<file path="src/rtl/gpia_pkg.sv">
// rtl/gpia_pkg.sv - shared constants and helpers for the GPIA input block
//   ADR_*       : register select values seen on adr_i
//   gpia_bit_e  : per-pin edge sensitivity mode, encoded as {FALL, RISE}
//   gpia_edge() : edge qualifier for one pin given its mode and two samples
package gpia_pkg;

  localparam logic [2:0] ADR_LEVEL = 3'd0;
  localparam logic [2:0] ADR_FLAGS = 3'd1;
  localparam logic [2:0] ADR_IE    = 3'd2;
  localparam logic [2:0] ADR_RISE  = 3'd3;
  localparam logic [2:0] ADR_FALL  = 3'd4;

  typedef enum logic [1:0] {
    GPIA_BIT_OFF  = 2'b00,
    GPIA_BIT_RISE = 2'b01,
    GPIA_BIT_FALL = 2'b10,
    GPIA_BIT_BOTH = 2'b11
  } gpia_bit_e;

  // cur is the newest synchronized sample, prev the one before it.
  function automatic logic gpia_edge(gpia_bit_e mode, logic cur, logic prev);
    logic rose;
    logic fell;
    rose = cur & ~prev;
    fell = ~cur & prev;
    case (mode)
      GPIA_BIT_RISE: return rose;
      GPIA_BIT_FALL: return fell;
      GPIA_BIT_BOTH: return rose | fell;
      default:       return 1'b0;
    endcase
  endfunction

endpackage

</file>
<file path="src/rtl/gpia_input_if.sv">
// rtl/gpia_input_if.sv - register bus between a bus master and gpia_input
//   stb_i : transaction strobe        we_i  : 1 = write, 0 = read
//   adr_i : register select (3 bits)  dat_i : write data (W bits)
//   dat_o : registered read data      ack_o : one-cycle acknowledge
interface gpia_input_if #(
  parameter int W = 8
);

  logic         stb_i;
  logic         we_i;
  logic [2:0]   adr_i;
  logic [W-1:0] dat_i;
  logic [W-1:0] dat_o;
  logic         ack_o;

  modport master (
    output stb_i, we_i, adr_i, dat_i,
    input  dat_o, ack_o
  );

  modport slave (
    input  stb_i, we_i, adr_i, dat_i,
    output dat_o, ack_o
  );

endinterface

</file>
<file path="src/rtl/gpia_inbit.sv">
// rtl/gpia_inbit.sv - one input pin: synchronizer, history, edge detect, sticky flag
//   clk_i, res_i      : clock, asynchronous active-low reset
//   pin_i             : raw pin, asynchronous to clk_i
//   arm_i             : global edge-detect enable from the arm counter
//   rise_i, fall_i    : edge sensitivity for this pin
//   clr_i             : write-1-to-clear request for the flag
//   level_o           : synchronized pin level (s2)
//   flag_o            : sticky edge flag
module gpia_inbit
  import gpia_pkg::*;
(
  input  logic clk_i,
  input  logic res_i,
  input  logic pin_i,
  input  logic arm_i,
  input  logic rise_i,
  input  logic fall_i,
  input  logic clr_i,
  output logic level_o,
  output logic flag_o
);

  logic      r_s1;
  logic      r_s2;
  logic      r_h;
  logic      r_flag;
  gpia_bit_e w_mode;
  logic      w_event;

  assign w_mode  = gpia_bit_e'({fall_i, rise_i});
  assign w_event = arm_i & gpia_edge(w_mode, r_s2, r_h);

  always_ff @(posedge clk_i or negedge res_i) begin
    if (!res_i) begin
      r_s1   <= 1'b0;
      r_s2   <= 1'b0;
      r_h    <= 1'b0;
      r_flag <= 1'b0;
    end else begin
      r_s1   <= pin_i;
      r_s2   <= r_s1;
      r_h    <= r_s2;
      // A new event outranks a clear landing on the same edge.
      r_flag <= w_event | (r_flag & ~clr_i);
    end
  end

  assign level_o = r_s2;
  assign flag_o  = r_flag;

endmodule

</file>
<file path="src/rtl/gpia_input.sv">
// rtl/gpia_input.sv - W-pin edge-detecting input port with register bus and interrupt
//   clk_i  : system clock          res_i : asynchronous active-low reset
//   pins_i : external pins (async) irq_o : |(FLAGS & IE)
//   bus    : register bus slave (stb_i/we_i/adr_i/dat_i in, dat_o/ack_o out)
//   Registers: 0 LEVEL (ro), 1 FLAGS (w1c), 2 IE, 3 RISE, 4 FALL, 5-7 read 0
module gpia_input
  import gpia_pkg::*;
#(
  parameter int W = 8
) (
  input  logic          clk_i,
  input  logic          res_i,
  input  logic [W-1:0]  pins_i,
  gpia_input_if.slave   bus,
  output logic          irq_o
);

  logic [W-1:0] r_ie;
  logic [W-1:0] r_rise;
  logic [W-1:0] r_fall;
  logic [W-1:0] r_dat;
  logic         r_ack;
  logic [1:0]   r_arm_cnt;
  logic         r_arm;

  logic [W-1:0] w_level;
  logic [W-1:0] w_flags;
  logic [W-1:0] w_clr;
  logic [W-1:0] w_rdata;
  logic         w_wr;

  assign w_wr  = bus.stb_i & bus.we_i;
  assign w_clr = (w_wr && bus.adr_i == ADR_FLAGS) ? bus.dat_i : '0;

  for (genvar b = 0; b < W; b++) begin : g_bit
    gpia_inbit u_bit (
      .clk_i   (clk_i),
      .res_i   (res_i),
      .pin_i   (pins_i[b]),
      .arm_i   (r_arm),
      .rise_i  (r_rise[b]),
      .fall_i  (r_fall[b]),
      .clr_i   (w_clr[b]),
      .level_o (w_level[b]),
      .flag_o  (w_flags[b])
    );
  end

  always_comb begin
    w_rdata = '0;
    case (bus.adr_i)
      ADR_LEVEL: w_rdata = w_level;
      ADR_FLAGS: w_rdata = w_flags;
      ADR_IE:    w_rdata = r_ie;
      ADR_RISE:  w_rdata = r_rise;
      ADR_FALL:  w_rdata = r_fall;
      default:   w_rdata = '0;
    endcase
  end

  always_ff @(posedge clk_i or negedge res_i) begin
    if (!res_i) begin
      r_ie   <= '0;
      r_rise <= '0;
      r_fall <= '0;
      r_dat  <= '0;
      r_ack  <= 1'b0;
    end else begin
      if (w_wr) begin
        case (bus.adr_i)
          ADR_IE:   r_ie   <= bus.dat_i;
          ADR_RISE: r_rise <= bus.dat_i;
          ADR_FALL: r_fall <= bus.dat_i;
          default:  ;
        endcase
      end
      if (bus.stb_i) begin
        r_dat <= bus.we_i ? '0 : w_rdata;
      end
      // Held strobe toggles ack, giving one ack every other cycle.
      r_ack <= bus.stb_i & ~r_ack;
    end
  end

  // Pins held high through reset look like rising edges while the
  // synchronizer refills; arm stays low for the first three edges so
  // those edges never reach FLAGS.
  always_ff @(posedge clk_i or negedge res_i) begin
    if (!res_i) begin
      r_arm_cnt <= 2'd0;
      r_arm     <= 1'b0;
    end else begin
      if (r_arm_cnt != 2'd3) begin
        r_arm_cnt <= r_arm_cnt + 2'd1;
      end
      if (r_arm_cnt == 2'd2) begin
        r_arm <= 1'b1;
      end
    end
  end

  assign bus.dat_o = r_dat;
  assign bus.ack_o = r_ack;
  assign irq_o     = |(w_flags & r_ie);

endmodule

</file>
<file path="src/flat_wrapper.sv">
// flat-port wrapper written by rule: the top's interface ports become plain ports
module gpia_input_flat import gpia_pkg::*;
#(
  parameter int W = 8
)
  (clk_i, res_i, pins_i, irq_o, bus_stb_i, bus_we_i, bus_adr_i, bus_dat_i, bus_dat_o, bus_ack_o);
  gpia_input_if #(.W(W)) bus_i ();
  input  logic clk_i;
  input  logic res_i;
  input  logic [W-1:0] pins_i;
  output logic irq_o;
  input wire logic [$bits(bus_i.stb_i)-1:0] bus_stb_i;
  input wire logic [$bits(bus_i.we_i)-1:0] bus_we_i;
  input wire logic [$bits(bus_i.adr_i)-1:0] bus_adr_i;
  input wire logic [$bits(bus_i.dat_i)-1:0] bus_dat_i;
  output wire logic [$bits(bus_i.dat_o)-1:0] bus_dat_o;
  output wire logic [$bits(bus_i.ack_o)-1:0] bus_ack_o;
  assign bus_i.stb_i = bus_stb_i;
  assign bus_i.we_i = bus_we_i;
  assign bus_i.adr_i = bus_adr_i;
  assign bus_i.dat_i = bus_dat_i;
  assign bus_dat_o = bus_i.dat_o;
  assign bus_ack_o = bus_i.ack_o;
  gpia_input #(.W(W)) u_core (.clk_i(clk_i), .res_i(res_i), .pins_i(pins_i), .bus(bus_i), .irq_o(irq_o));
endmodule
</file>
<file path="config.mk">
export PLATFORM = sky130hd
export DESIGN_NAME = gpia_input_flat
export DESIGN_NICKNAME = d
export VERILOG_FILES = /design/src/rtl/gpia_pkg.sv /design/src/rtl/gpia_input_if.sv /design/src/rtl/gpia_inbit.sv /design/src/rtl/gpia_input.sv /design/src/flat_wrapper.sv
export SDC_FILE = /design/constraint.sdc
export NUM_CORES = 1
export LEC_CHECK = 0
export ABC_AREA = 1
export BUFFER_PORTS_ARGS = -buffer_cell sky130_fd_sc_hd__buf_2
export CAP_MARGIN = 20
export CORE_MARGIN = 2
export CORE_UTILIZATION = 50
export DETAILED_ROUTE_END_ITERATION = 7
export GPL_TIMING_DRIVEN = 0
export PLACE_DENSITY = 0.76
export SLEW_MARGIN = 20
export SYNTH_ARGS = -nofsm -noshare
export SYNTH_HDL_FRONTEND = slang
export SYNTH_HIERARCHICAL = 1
export SYNTH_SLANG_ARGS = --single-unit
</file>
<file path="constraint.sdc">
create_clock -name clk_i -period 2.5 [get_ports clk_i]
set_input_delay 0.25 -clock clk_i [delete_from_list [all_inputs] [get_ports clk_i]]
set_output_delay 0.25 -clock clk_i [all_outputs]
set_load 0.1 [all_outputs]
</file>
==> flow_summary_export.csv <==
group,metric,value,unit
worst_setup_path,reg2regPathDepth,7,
timing,rsz0062_at_grt,"false",
synthesis,postSynthNetCount,437,
synthesis,muxShareOfSynthArea,0,%
synthesis,syn_area,3420,sq um
finish,nNetsFinal,489,
synthesis,synth-simple-area-share,24.0,%
floorplanning,dieArea,7510,sq um
timing,fin_crit_sh,71.0,%
detailed_routing,dr.pass1.iters,5,
synthesis,synth.distinct_cells,26,
worst_setup_path,regToRegSetupSlack,1.34,ns
clock_network,cts_tree,"yes",
global_route,antenna_found_initial,0,
synthesis,yosysWarningCount,6,
clock_network,clk_latency,0.35,ns
placement,dp.cells,508,
global_route,grt_pass1_vias,2776,
global_route,grt_max_degree,47,
placement,portBuffers,31,
placement,gp_congestion,0.855,
worst_setup_path,regToRegStartpoint,"u_core/g_bit[4].u_bit/level_o$_DFF_PN0_",
synthesis,synth_compound_area_share,8.53,%
worst_setup_path,r2r-end,"u_core/g_bit[4].u_bit/flag_o$_DFF_PN0_",
timing,fmax,563,MHz
detailed_routing,vias,2741,
global_route,grt_pass1_wl,12.4,mm
synthesis,synth_top_family_by_area,"simple AND/OR/NAND/NOR gates",
synthesis,synth_fa_ha_area_share,6.59,%
timing,fin_hold_ws,0.205,ns
detailed_routing,drc,0,
job,maxCapViolations,0,
finish,drive_gt1_share,18.1,%
floorplanning,core_area,6720,sq um
timing,maxSlewViolCount,0,
power_and_ir_drop,leakagePower,2.19,nW
timing,fin_crit,1.78,ns
timing,relSlewSlack,67.9,%
global_route,grt.overflow.total,0,
floorplanning,die_h,86.7,microns
synthesis,synth-xor-area-share,0.256,%
power_and_ir_drop,power_density,755,nW/um^2
detailed_routing,vias_per_cell,5.14,
worst_setup_path,crit_chain,"a22o_1, a21oi_1, nand3_1, buf_2",
worst_setup_path,cp.arrival,1.53,ns
timing,fin_tns_setup,0,ns
global_route,grt_usage,21.4,%
floorplanning,fp.dieW,86.7,microns
synthesis,ys_seq_area_share,49.8,%
floorplanning,pin_count,33,
synthesis,ys_seq_elements,68,
worst_setup_path,worstSetupPathType,"register to primary output",
synthesis,synth.avg_cell_area,8.63,sq um
worst_setup_path,slowest_delay,0.41,ns
finish,area_growth_syn_to_layout,19.0,%
clock_network,ctsHtreeMaxLevel,3,
min_path,min-delay-start,"bus_dat_i[1]",
timing,finalSetupViolCount,0,
worst_setup_path,worstPathMaxFanout,3,
clock_network,cts_buffer_depth,2,
detailed_routing,first_iter_violations,230,
detailed_routing,antenna_left,0,
power_and_ir_drop,max-vdd-ir-drop,0.344,mV
clock_network,root_buffer,"clkbuf_8",
floorplanning,start_util,50.9,%
detailed_routing,routed_wl,7.34,mm
clock_network,cts_buffers,9,
min_path,min_path_type,"input port to register",
worst_setup_path,endpoint_kind,"primary output",
floorplanning,rows,30,
worst_setup_path,cp-start-kind,"register",
detailed_routing,post_drt_wl_per_cell,13.8,microns
synthesis,syn_inst,396,
finish,diodes,0,
clock_network,path_clk_slew,0.07,ns
placement,dp_hpwl,4.99,mm
clock_network,cts.sinks,68,
worst_setup_path,crit_path_top_delay_cell,"dfrtp_1",
worst_setup_path,cp_data_required_time,2.25,ns
min_path,holdPathStages,3,
timing,tightest_slew,0.484,ns
timing,skew,0.00917,ns
timing,hold_viol,0,
outcome,status,"complete, no violations",
min_path,holdPathEnd,"u_core/r_rise[1]$_DFFE_PN0P_",
finish,stdcell_count,533,
-- Yosys cell counts --
| library cell | n | area share [%] |
|---|---|---|
| nand2_1 | 107 | 12 |
| xnor2_1 | 1 | 0.26 |
| or2_2 | 1 | 0.18 |
| ha_1 | 18 | 6.6 |
| nand4_1 | 16 | 2.9 |
| nand4_2 | 1 | 0.37 |
| dfrtp_1 | 68 | 50 |
| nand3_4 | 1 | 0.51 |
| nand3_2 | 1 | 0.29 |
| buf_2 | 5 | 0.73 |
| buf_6 | 5 | 1.6 |
| a22o_1 | 3 | 0.77 |
| inv_2 | 6 | 0.66 |
| a21oi_1 | 1 | 0.15 |
| inv_1 | 65 | 7.1 |
| nor2_1 | 18 | 2.0 |
| clkinv_1 | 2 | 0.22 |
| nand3_1 | 29 | 4.2 |
| o21ai_1 | 33 | 4.8 |
| inv_4 | 1 | 0.18 |
| buf_4 | 1 | 0.22 |
| o21ai_0 | 1 | 0.15 |
| nand4_4 | 2 | 1.2 |
| a21boi_2 | 8 | 2.6 |
| nor2_2 | 1 | 0.18 |
| nor2_4 | 1 | 0.33 |
-- kinds of logic after synthesis --
kind of cell,after synthesis
AO/OA/AOI/OAI,46
buffers and inverters,85
adder cells (fa/ha/maj),18
flip-flops,68
XOR/XNOR,1
AND/OR/NAND/NOR,178
-- worst max-delay path by stage --
stage          slack (ns)                                    from  depth (start not counted)                                    to
3_3_place_gp         0.90                                   res_i                          1  u_core/g_bit[6].u_bit/r_s1$_DFF_PN0_
4_1_cts              0.72  u_core/g_bit[1].u_bit/flag_o$_DFF_PN0_                          4                                 irq_o
3_5_place_dp         1.10  u_core/g_bit[1].u_bit/flag_o$_DFF_PN0_                          4                                 irq_o
6_report             0.72  u_core/g_bit[6].u_bit/flag_o$_DFF_PN0_                          4                                 irq_o
2_1_floorplan        0.82  u_core/g_bit[6].u_bit/flag_o$_DFF_PN0_                          3                                 irq_o
5_1_grt              0.68  u_core/g_bit[1].u_bit/flag_o$_DFF_PN0_                          4                                 irq_o
-- per-stage QoR --
step | utilization, % | setup WS, ns | cell area (sq um) | total power [mW]
final | 60.5 | 0.725 | 4070 | 3.07
after global routing | 60.5 | 0.680 | 4070 | 3.22
after CTS | 60.4 | 0.720 | 4060 | 3.09
after detailed placement | 55.1 | 1.10 | 3700 | 1.86
after global placement | 54.7 | 0.903 | 3670 | 1.83
after floorplan | - | 0.815 | 3420 | 1.71
-- layer usage --
layer	global-route usage (%)	up-vias	part of all wire, %
li1	-	1357	-
met1	26.2	1277	44
met2	36.0	92	49
met3	5.62	15	5.3
met4	8.66	0	1.6
met5	0	-	0
-- critical path: cells and delay by family (launching register included) --
family / cells / cell delay, ns
compound gates: 2 / 0.38
buf+inv: 1 / 0.30
flops: 1 / 0.41
simple gates: 1 / 0.09
-- cell usage in the layout, fill, tap and decap left out --
master	instances
dlygate4sd3_1	9
inv_4	1
nand4_1	16
nand4_2	1
nor2_2	1
buf_2	35
xnor2_1	1
clkinv_1	2
nor2_4	1
clkinvlp_4	2
ha_1	18
inv_1	65
dfrtp_1	68
nand2_1	107
inv_2	6
a21oi_1	1
buf_4	2
o21ai_1	33
o21ai_0	1
nor2_1	18
buf_6	5
or2_2	1
nand3_2	1
clkbuf_8	10
a21boi_2	8
nand3_4	1
a22o_1	3
buf_16	1
nand3_1	29
nand4_4	2
bufinv_16	4
-- report_power, final --
group	switching [mW]	internal (mW)	total [mW]
Combinational	0.326	0.188	0.513
Sequential	0.121	1.22	1.34
Clock	0.426	0.790	1.22
-- repair_timing --
| item | 4_1_cts | 5_1_grt |
|---|---|---|
| setup buffers | 0 | 0 |
| hold buffers | 8 | 1 |
| gates resized for setup | 0 | 0 |
| endpoints found under the hold margin | 29 | 1 |
-- registers in the layout, summed over array words and instances (netlist names) --
signal,flops
u_core/bus.dat_o,8
u_core/g_bit.u_bit/level_o,8
u_core/g_bit.u_bit/r_h,8
u_core/r_arm,1
u_core/g_bit.u_bit/flag_o,8
u_core/r_ie,8
u_core/bus.ack_o,1
u_core/r_arm_cnt,2
u_core/r_rise,8
u_core/r_fall,8
u_core/g_bit.u_bit/r_s1,8
-- cell type report --
type,count,area (sq um)
plain buffers,11,88.8
clock buffers,10,138
clock inverters,6,135
fillers,562,2650
inverters,74,280
multi-input cells,243,1350
flip-flops and latches,68,1700
well taps,80,100
repair buffers,41,275
Note: power is estimated with default switching activity, not from simulation.
